### config.mk
export PLATFORM = sky130hd
export DESIGN_NAME = trace_stream_arbiter
export DESIGN_NICKNAME = d
export VERILOG_FILES = /design/src/rtl/trace_stream_arbiter.sv
export SDC_FILE = /design/constraint.sdc
export NUM_CORES = 1
export LEC_CHECK = 0
export ABC_AREA = 1
export CORE_AREA = 2 2 117 119
export CTS_CLUSTER_DIAMETER = 100
export DETAILED_ROUTE_END_ITERATION = 8
export DIE_AREA = 0 0 119 121
export PLACE_DENSITY = 0.66
export SETUP_SLACK_MARGIN = 0.5
export SYNTH_ARGS = -nofsm -noshare
export SYNTH_HDL_FRONTEND = slang
export SYNTH_SLANG_ARGS = --single-unit
### constraint.sdc
create_clock -name clk -period 1.57 [get_ports clk]
set_input_delay 0.2355 -clock clk [delete_from_list [all_inputs] [get_ports clk]]
set_output_delay 0.2355 -clock clk [all_outputs]
set_load 0.03 [all_outputs]
### src/rtl/trace_stream_arbiter.sv
// Round-robin arbiter sharing one AXI-Stream trace sink among NUM_SRC sources.
// A grant is held until the packet ends (source tlast or a forced tlast after MAX_BEATS beats).
module trace_stream_arbiter #(
    parameter int NUM_SRC    = 2,
    parameter int DATA_WIDTH = 96,
    parameter int MAX_BEATS  = 256,
    localparam int IDW = (NUM_SRC > 1) ? $clog2(NUM_SRC) : 1
) (
    input  logic                            clk,
    input  logic                            rst,
    input  logic [NUM_SRC-1:0]              src_enable,
    input  logic [NUM_SRC-1:0]              s_axis_tvalid,
    output logic [NUM_SRC-1:0]              s_axis_tready,
    input  logic [NUM_SRC*DATA_WIDTH-1:0]   s_axis_tdata,
    input  logic [NUM_SRC-1:0]              s_axis_tlast,
    output logic                            m_axis_tvalid,
    input  logic                            m_axis_tready,
    output logic [DATA_WIDTH-1:0]           m_axis_tdata,
    output logic                            m_axis_tlast,
    output logic [IDW-1:0]                  m_axis_tid,
    output logic                            busy
);

    localparam int CW = (MAX_BEATS > 0) ? $clog2(MAX_BEATS + 1) : 1;
    localparam logic [CW-1:0] LAST_CNT = CW'((MAX_BEATS > 0) ? MAX_BEATS - 1 : 0);

    typedef enum logic {IDLE, LOCKED} state_t;

    state_t             state, next_state;
    logic [IDW-1:0]     grant, last_grant, pick;
    logic [CW-1:0]      beat_cnt;
    logic [NUM_SRC-1:0] cand;
    logic               found, locked, beat, forced, src_tlast, eop;

    assign cand   = s_axis_tvalid & src_enable;
    assign locked = (state == LOCKED);
    assign busy   = locked;

    // Walk distances from farthest to nearest so the source right after last_grant wins.
    always_comb begin
        found = 1'b0;
        pick  = '0;
        for (int k = NUM_SRC; k >= 1; k--) begin
            for (int i = 0; i < NUM_SRC; i++) begin
                if (cand[i] && (((int'(last_grant) + k) % NUM_SRC) == i)) begin
                    found = 1'b1;
                    pick  = IDW'(i);
                end
            end
        end
    end

    always_comb begin
        m_axis_tvalid = 1'b0;
        m_axis_tdata  = '0;
        src_tlast     = 1'b0;
        s_axis_tready = '0;
        for (int i = 0; i < NUM_SRC; i++) begin
            if (locked && (grant == IDW'(i))) begin
                m_axis_tvalid    = s_axis_tvalid[i];
                m_axis_tdata     = s_axis_tdata[i*DATA_WIDTH +: DATA_WIDTH];
                src_tlast        = s_axis_tlast[i];
                s_axis_tready[i] = m_axis_tready;
            end
        end
    end

    assign forced       = (MAX_BEATS != 0) && (beat_cnt == LAST_CNT);
    assign m_axis_tlast = locked & (src_tlast | forced);
    assign m_axis_tid   = locked ? grant : '0;
    assign beat         = m_axis_tvalid & m_axis_tready;
    assign eop          = beat & m_axis_tlast;

    always_comb begin
        next_state = state;
        case (state)
            IDLE:    if (found) next_state = LOCKED;
            LOCKED:  if (eop)   next_state = IDLE;
            default: next_state = IDLE;
        endcase
    end

    always_ff @(posedge clk or posedge rst) begin
        if (rst) begin
            state      <= IDLE;
            grant      <= '0;
            last_grant <= IDW'(NUM_SRC - 1);
            beat_cnt   <= '0;
        end else begin
            state <= next_state;
            if (state == IDLE && found) grant <= pick;
            if (eop) begin
                last_grant <= grant;
                beat_cnt   <= '0;
            end else if (beat) begin
                beat_cnt <= beat_cnt + CW'(1);
            end
        end
    end

endmodule

==> implementation parameters, run 1 <==
Parameter                              Value

Detailed routing
  Routed wire per std cell    19.4 um
  Number of iterations in the first detailed-routing pass    4
  DRC errors left    0
  Routed vias    4546
  Starting DRC count in detailed routing    174
  Routed Antenna Nets    0
  Routed WL    18700 um
  Vias/cell    4.71

Yosys
  Ranking of synthesized cells by area    nand2_1 40%, nand3_1 25%, dfrtp_1 13%, buf_2 4.7%, buf_4 1.8%
  Synth warnings    0
  Register bit count reported by yosys    12
  Post-synthesis async set-or-reset flop share    100%
  Cell taking the most area after synthesis    nand2_1
  Fraction of post-synthesis cell area in the top cell type by area    40.2%
  Number of synthesized flops with an enable pin    0
  Syn_nets    625
  Primary flip-flop cell chosen by synthesis mapping    dfrtp_1
  Avg Synthesized Cell Area    5.02 um2
  Netlist area before placement    2120 um2
  Yosys cell types    23
  Synth Instances    422
  Register area share after synthesis    14.2%

Clock tree
  Clock tree from TritonCTS    yes
  Clock tree sinks    12
  Maximum buffer depth of the clock tree    2
  Number of clock buffers inserted by TritonCTS    3
  Clk_lat worst skew    240 ps
  Clk root buf    clkbuf_16
  Clock slew at reported path FFs    40 ps
  H-Tree Depth    1

Timing
  Tightest slew margin relative to the limit    67.0%
  Least setup slack across all paths after layout    -315 ps
  RSZ-0062 raised after global routing    yes
  Final Slew Violations    0
  Max Clock Freq    531 MHz
  Measured slew at the worst slew-check pin    494 ps
  Final hold viol count    0
  Final worst path period share    120%
  Sum of negative setup slack    -26070 ps
  Final critical path time including I/O delays and setup    1880 ps
  Skew final    2.37 ps
  Number of failing setup endpoints in the final timing report    112

Placed design
  Port Buf Inserts    302
  DP Wirelength    10800 um
  Placed cells    895
  Last weighted congestion value of the routability-driven placer    0.827

Pwr
  Combinational Power Share    94.8%
  Net switching component of the power    0.00975 W
  Int Power    0.00978 W
  Maximum VDD drop    1.43 mV
  Switching Fraction    49.9%
  Leakage dissipation    4.31 nW
  Sequential fraction of design power    2.6%
  Clock network fraction of design power    2.6%
  Power per unit of standard cell area    2140 nW/um2

Setup path
  Classification of the worst setup path    reg2reg
  Kind of capture point of the worst setup path    flop
  Cell class contributing the biggest share of worst-path delay    simple AND/OR/NAND/NOR gates
  Crit path buf inv count    5
  Crit path max-delay cell type    dfrtp_1
  Startpoint class of the critical path    flop
  Worst endpoint data arrival time    2000 ps
  Chain of cells forming the critical path    ha_2, nand2_2, inv_2, nand3_2, nor3_2, ha_2, inv_2, nand3_2, nand2_2, buf_4, buf_6, buf_6, nand4_1, nand2_1
  Critical path's largest stage delay    350 ps
  Cell depth of the worst flop-to-flop path    14
  Register-to-register setup slack    -310 ps
  Worst flop-to-flop path endpoint    beat_cnt[4]
  Maximum fanout encountered on the critical timing path    6
  R2r startpoint    beat_cnt[1]
  Data required time of the critical path    1690 ps
  Number of gates on the worst path with buffers counted    14

Run
  Max cap viols    0

Status
  Failing checks    setup timing
  Run status    complete, but fails checks

Global routing
  Total congestion overflow    0
  Maximum number of pins on one net before global-route repair    22
  Overall track demand over capacity in global routing    24.8%
  Initial antenna violation count    2
  Vias in the first global route    4919
  Global-route wire length before repair    27700 um

Worst hold path
  Hold/Removal Path Class    in2async

Finish
  Area Overhead vs Synth    330%
  Non-filler cells, final    966
  Fillcell total    860
  Area of the multi-input gates    3530 um2
  Commonest cells after routing, fill and taps aside    200 x clkdlybuf4s50_1, 166 x nand2_4, 106 x buf_6
  Share of final-layout standard cells stronger than drive strength 1    59.5%
  Most common cell after layout, fill and taps aside    clkdlybuf4s50_1
  Register cell area after layout    307 um2
  Final layout net count    992

Floorplan
  Horizontal extent of the die    119 um
  Effective utilization at floorplan    16.2%
  Area of the core region    13100 um2
  Height of the die    121 um
  Die footprint    14400 um2
  Number of cell rows    42
  Num ports    303
-- cells by family after synthesis --
logic type                 Yosys count  synth area share, %
and+or+nand+nor                    353                 70.4
adders and majority gates            2                 1.18
buffers and inverters               46                 11.1
AOI/OAI and AO/OA                    9                 3.07
DFF                                 12                 14.2
-- how the worst max path moves through the flow --
stage	start	end	slack, ps
2_1_floorplan	beat_cnt[0]	m_axis_tlast	-160
4_1_cts	beat_cnt[1]	m_axis_tlast	-320
6_report	beat_cnt[1]	beat_cnt[4]	-310
3_3_place_gp	beat_cnt[1]	m_axis_tlast	-200
5_1_grt	beat_cnt[0]	m_axis_tlast	-400
3_5_place_dp	beat_cnt[1]	m_axis_tlast	-220
-- repair_timing --
item | 4_1_cts | 5_1_grt
hold buffers | 0 | 0
setup buffers | 31 | 4
cloned | 29 | 1
endpoints found under the setup margin | 113 | 114
resized for setup | 416 | 35
pin swaps | 41 | 22
-- worst register-to-register path, cell delays in order, from the launching register on --
cell and delay, ps:
dfrtp_1 350, ha_2 190, nand2_2 60, inv_2 60, nand3_2 70, nor3_2 130, ha_2 200, inv_2 30
nand3_2 60, nand2_2 70, buf_4 130, buf_6 120, buf_6 130, nand4_1 90, nand2_1 80
-- state kept, by name (all words and copies together), names as in the netlist --
name / count
beat_cnt: 9
busy: 1
grant: 1
last_grant: 1
-- power by group through the flow --
stage | Clock, W | Sequential (W) | Combinational [W]
floorplan | 0 | 0.000502 | 0.00714
global placement | 0 | 0.000465 | 0.0109
detailed placement | 0 | 0.000472 | 0.0110
CTS | 0.000528 | 0.000501 | 0.0179
global route | 0.000544 | 0.000519 | 0.0193
finish | 0.000513 | 0.000506 | 0.0185
-- Yosys cell counts (all sizes together), types with 2 or more instances --
library cell / n
dfrtp: 11
buf: 27
nand2: 228
nand3: 109
nor2: 8
nand4: 5
inv: 12
o21bai: 2
o21ai: 5
ha: 2
nor3: 2
clkbuf: 7
-- area by class of cell --
cell class | count | area share, %
diodes | 2 | 0.0549
clock buffers | 4 | 0.975
inverters | 12 | 0.783
multi-input cells | 364 | 38.8
flip-flops and latches | 12 | 3.37
well taps | 176 | 2.42
repair buffers | 395 | 53.5
repair inverters | 1 | 0.179
-- routing by layer --
layer  global-route usage (%)  vias to the layer above  part of all wire [%]  routed length (um)
li1                         -                     2125                     -                   -
met1                     26.3                     2135                    35                6460
met2                     47.0                      244                    54               10100
met3                     5.78                       42                   7.1                1340
met4                     10.3                        0                   4.5                 851
met5                        0                        -                     0                   0
-- per-stage QoR --
stage | hold WS [ps] | util, % | setup slack, ps | total power [W] | cell area [um2]
finish | 334 | 69.6 | -315 | 0.0195 | 9110
global route | 391 | 69.6 | -402 | 0.0203 | 9110
CTS | 349 | 67.7 | -324 | 0.0189 | 8860
detailed placement | 473 | 46.3 | -224 | 0.0114 | 6050
global placement | 470 | 46.3 | -196 | 0.0113 | 6050
floorplan | 99.4 | - | -158 | 0.00765 | 2940
Note: power is estimated with default switching activity, not from simulation.
==> run 2, diff against run 1 <==
--- a/config.mk
+++ b/config.mk
@@ -6,6 +6,7 @@
 export NUM_CORES = 1
 export LEC_CHECK = 0
 export ABC_AREA = 1
+export ABC_CLOCK_PERIOD_IN_PS = 1570
 export CORE_AREA = 2 2 117 119
 export CTS_CLUSTER_DIAMETER = 100
 export DETAILED_ROUTE_END_ITERATION = 8
==> results of run 2 <==
No change in the layout: final DEF, timing and power equal those of run 1.
==> run 3, diff against run 2 <==
--- a/config.mk
+++ b/config.mk
@@ -6,12 +6,13 @@
 export NUM_CORES = 1
 export LEC_CHECK = 0
 export ABC_AREA = 1
-export ABC_CLOCK_PERIOD_IN_PS = 1570
+export ABC_CLOCK_PERIOD_IN_PS = 2100
 export CORE_AREA = 2 2 117 119
 export CTS_CLUSTER_DIAMETER = 100
 export DETAILED_ROUTE_END_ITERATION = 8
 export DIE_AREA = 0 0 119 121
-export PLACE_DENSITY = 0.66
+export MAX_ROUTING_LAYER = met4
+export PLACE_DENSITY = 0.63
 export SETUP_SLACK_MARGIN = 0.5
 export SYNTH_ARGS = -nofsm -noshare
 export SYNTH_HDL_FRONTEND = slang
==> constraint.sdc (replaced) <==
create_clock -name clk -period 2.1 [get_ports clk]
set_input_delay 0.315 -clock clk [delete_from_list [all_inputs] [get_ports clk]]
set_output_delay 0.315 -clock clk [all_outputs]
set_load 0.03 [all_outputs]
==> run 3 against run 2 <==
  * The flow now finishes without violations
  * Setup slack improved by 460 ps
  * Global-route usage down 0.66 points
  * Total power decreased by 27%
  * Clock skew up 3.0 ps
  * Combinational power is 27% lower
  * Wire length up 12%
  * Register-to-register slack improved by 540 ps
  * Critical path depth fell by 7
  * Largest cell class unchanged
==> implementation parameters, run 3 (same netlist as run 1, synthesis figures left out) <==
Parameter                              Value

Timing
  Least setup slack across all paths after layout    144 ps (was -315 ps)
  Final critical path time including I/O delays and setup    1960 ps
  RSZ-0062 raised after global routing    yes (unchanged)
  Final hold viol count    0 (unchanged)
  Measured slew at the worst slew-check pin    477 ps (was 494 ps)
  Final Slew Violations    0 (unchanged)
  Skew final    5.38 ps (was 2.37 ps)
  Number of failing setup endpoints in the final timing report    0 (was 112)
  Max Clock Freq    511 MHz
  Tightest slew margin relative to the limit    68.2% (was 67.0%)
  Sum of negative setup slack    0 ps (was -26070 ps)
  Worst hold slack across all endpoints    398 ps (was 334 ps)
  Final worst path period share    93.2%

Setup path
  R2r startpoint    beat_cnt[1] (unchanged)
  Cell class contributing the biggest share of worst-path delay    buffers and inverters (was simple AND/OR/NAND/NOR gates)
  Cell depth of the worst flop-to-flop path    14 (unchanged)
  Kind of capture point of the worst setup path    output port (was flop)
  Startpoint class of the critical path    flop (unchanged)
  Crit path max-delay cell type    dfrtp_4 (was dfrtp_1)
  Register-to-register setup slack    230 ps (was -310 ps)
  Most common cell type on the critical path    buf_12
  Data required time of the critical path    1780 ps (was 1690 ps)
  Classification of the worst setup path    reg2out (was reg2reg)
  Maximum fanout encountered on the critical timing path    7 (was 6)
  Chain of cells forming the critical path    buf_12, buf_12, buf_12, clkbuf_16, nand3_4, nand2_2, buf_6 (was ha_2, nand2_2, inv_2, nand3_2, nor3_2, ha_2, inv_2, nand3_2, nand2_2, buf_4, buf_6, buf_6, nand4_1, nand2_1)
  Worst flop-to-flop path endpoint    busy (was beat_cnt[4])
  Worst endpoint data arrival time    1640 ps (was 2000 ps)
  Critical path's largest stage delay    510 ps (was 350 ps)
  Crit path buf inv count    5 (unchanged)

Detailed routing
  Max Used Layer    met4 (unchanged)
  Vias/cell    4.84 (was 4.71)
  Routed Antenna Nets    0 (unchanged)
  DRC errors left    0 (unchanged)
  Length of routed wiring on met1    6940 um (was 6460 um)
  Routed WL    20900 um (was 18700 um)
  Routed vias    4627 (was 4546)
  Starting DRC count in detailed routing    268 (was 174)
  Routed length on met3    1520 um (was 1340 um)
  Routed wire per std cell    21.8 um (was 19.4 um)
  Routed wl met2    11500 um (was 10100 um)
  Number of iterations in the first detailed-routing pass    7 (was 4)

Worst hold path
  Hold/Removal Path Class    in2async (unchanged)

Global routing
  Vias in the first global route    4640 (was 4919)
  Overall track demand over capacity in global routing    24.2% (was 24.8%)
  Global-route wire length before repair    26200 um (was 27700 um)
  Initial antenna violation count    5 (was 2)
  Maximum number of pins on one net before global-route repair    22 (unchanged)
  Total congestion overflow    0 (unchanged)

Clock tree
  Number of clock buffers inserted by TritonCTS    3 (unchanged)
  Maximum buffer depth of the clock tree    2 (unchanged)
  Clock slew at reported path FFs    40 ps (about the same)
  H-Tree Depth    1 (unchanged)
  Clock tree sinks    12 (unchanged)
  Clk root buf    clkbuf_16 (unchanged)
  Clock tree from TritonCTS    yes (unchanged)
  Clk_lat worst skew    240 ps (about the same)
  Hold bufs inserted after CTS    0 (unchanged)

Floorplan
  Num ports    303 (unchanged)
  Area of the core region    13100 um2 (unchanged)
  Die footprint    14400 um2 (unchanged)
  Horizontal extent of the die    119 um (unchanged)
  Number of cell rows    42 (unchanged)
  Effective utilization at floorplan    16.2% (unchanged)
  Height of the die    121 um (unchanged)

Pwr
  Leakage dissipation    3.96 nW (was 4.31 nW)
  Maximum VDD drop    0.870 mV (was 1.43 mV)
  Power per unit of standard cell area    1630 nW/um2 (was 2140 nW/um2)
  Final Power    0.0142 W (was 0.0195 W)

Finish
  Layout Utilization    66.7% (was 69.6%)
  Area of the multi-input gates    3160 um2 (was 3530 um2)
  Fillcell total    918 (was 860)
  Max FFs per register    9 (unchanged)
  Final layout net count    979 (was 992)
  Top register by number of flip-flops    beat_cnt (unchanged)
  Share of final-layout standard cells stronger than drive strength 1    58.2% (was 59.5%)
  Register cell area after layout    307 um2 (unchanged)
  Area Overhead vs Synth    312% (was 330%)
  Most common cell after layout, fill and taps aside    clkdlybuf4s50_1 (unchanged)
  Commonest cells after routing, fill and taps aside    200 x clkdlybuf4s50_1, 100 x nand2_2, 92 x buf_6 (was 200 x clkdlybuf4s50_1, 166 x nand2_4, 106 x buf_6)

Status
  Run status    finished clean (was complete, but fails checks)

Placed design
  Minimum setup slack after placement    191 ps (was -224 ps)
  Port Buf Inserts    302 (unchanged)
  DP Wirelength    10300 um (was 10800 um)
  Last weighted congestion value of the routability-driven placer    0.816 (was 0.827)

Run
  Max cap viols    0 (unchanged)
==> run 3: layer usage <==
metal | global-route usage (%) | up-vias
met5 | - | -
met4 | 8.78 | 0
met3 | 4.65 | 64
met2 | 45.8 | 290
met1 | 24.8 | 2179
li1 | - | 2094
==> run 3: through the flow <==
| stage | cells | instance area [um2] |
|---|---|---|
| 3_3_place_gp | 873 | 5170 |
| 4_1_cts | 934 | 7580 |
| 6_report | 956 | 8730 |
| 5_1_grt | 956 | 8730 |
| 3_5_place_dp | 873 | 5170 |
| 2_1_floorplan | 422 | 2160 |
==> run 3: power by group <==
part / switching, W / leakage (nW) / internal, W / total [W]
Sequential: 0.0000821 / 0.154 / 0.000306 / 0.000388
Clock: 0.0000940 / 0.0382 / 0.000255 / 0.000349
Combinational: 0.00700 / 3.76 / 0.00650 / 0.0135
Total: 0.00717 / 3.96 / 0.00706 / 0.0142
==> run 3: how the worst max path moves through the flow <==
stage                      from                to  slack [ps]  cells past startpoint
CTS                 beat_cnt[0]      m_axis_tlast         170                     11
detailed placement  beat_cnt[0]      m_axis_tlast         190                     11
global route        beat_cnt[1]      m_axis_tlast          60                     11
floorplan           beat_cnt[0]      m_axis_tlast         290                     11
global placement    beat_cnt[0]      m_axis_tlast         250                     11
finish                     busy  m_axis_tdata[71]         140                      7
==> run 3: area by class of cell <==
class                      instances  area share, %
antenna                            5          0.143
clock buffer                       4          0.903
inverter                          12          0.846
multi-input combinational        364           36.2
sequential                        12           3.51
tap                              176           2.52
timing repair buffer             383           55.9
==> run 3: repair_timing <==
action / in CTS / in global routing
buffers inserted: 28 / 8
cloned: 29 / 9
pin swaps: 67 / 71
endpoints found under the hold margin: 0 / 0
gates resized for setup: 347 / 171
endpoints found under the setup margin: 110 / 111
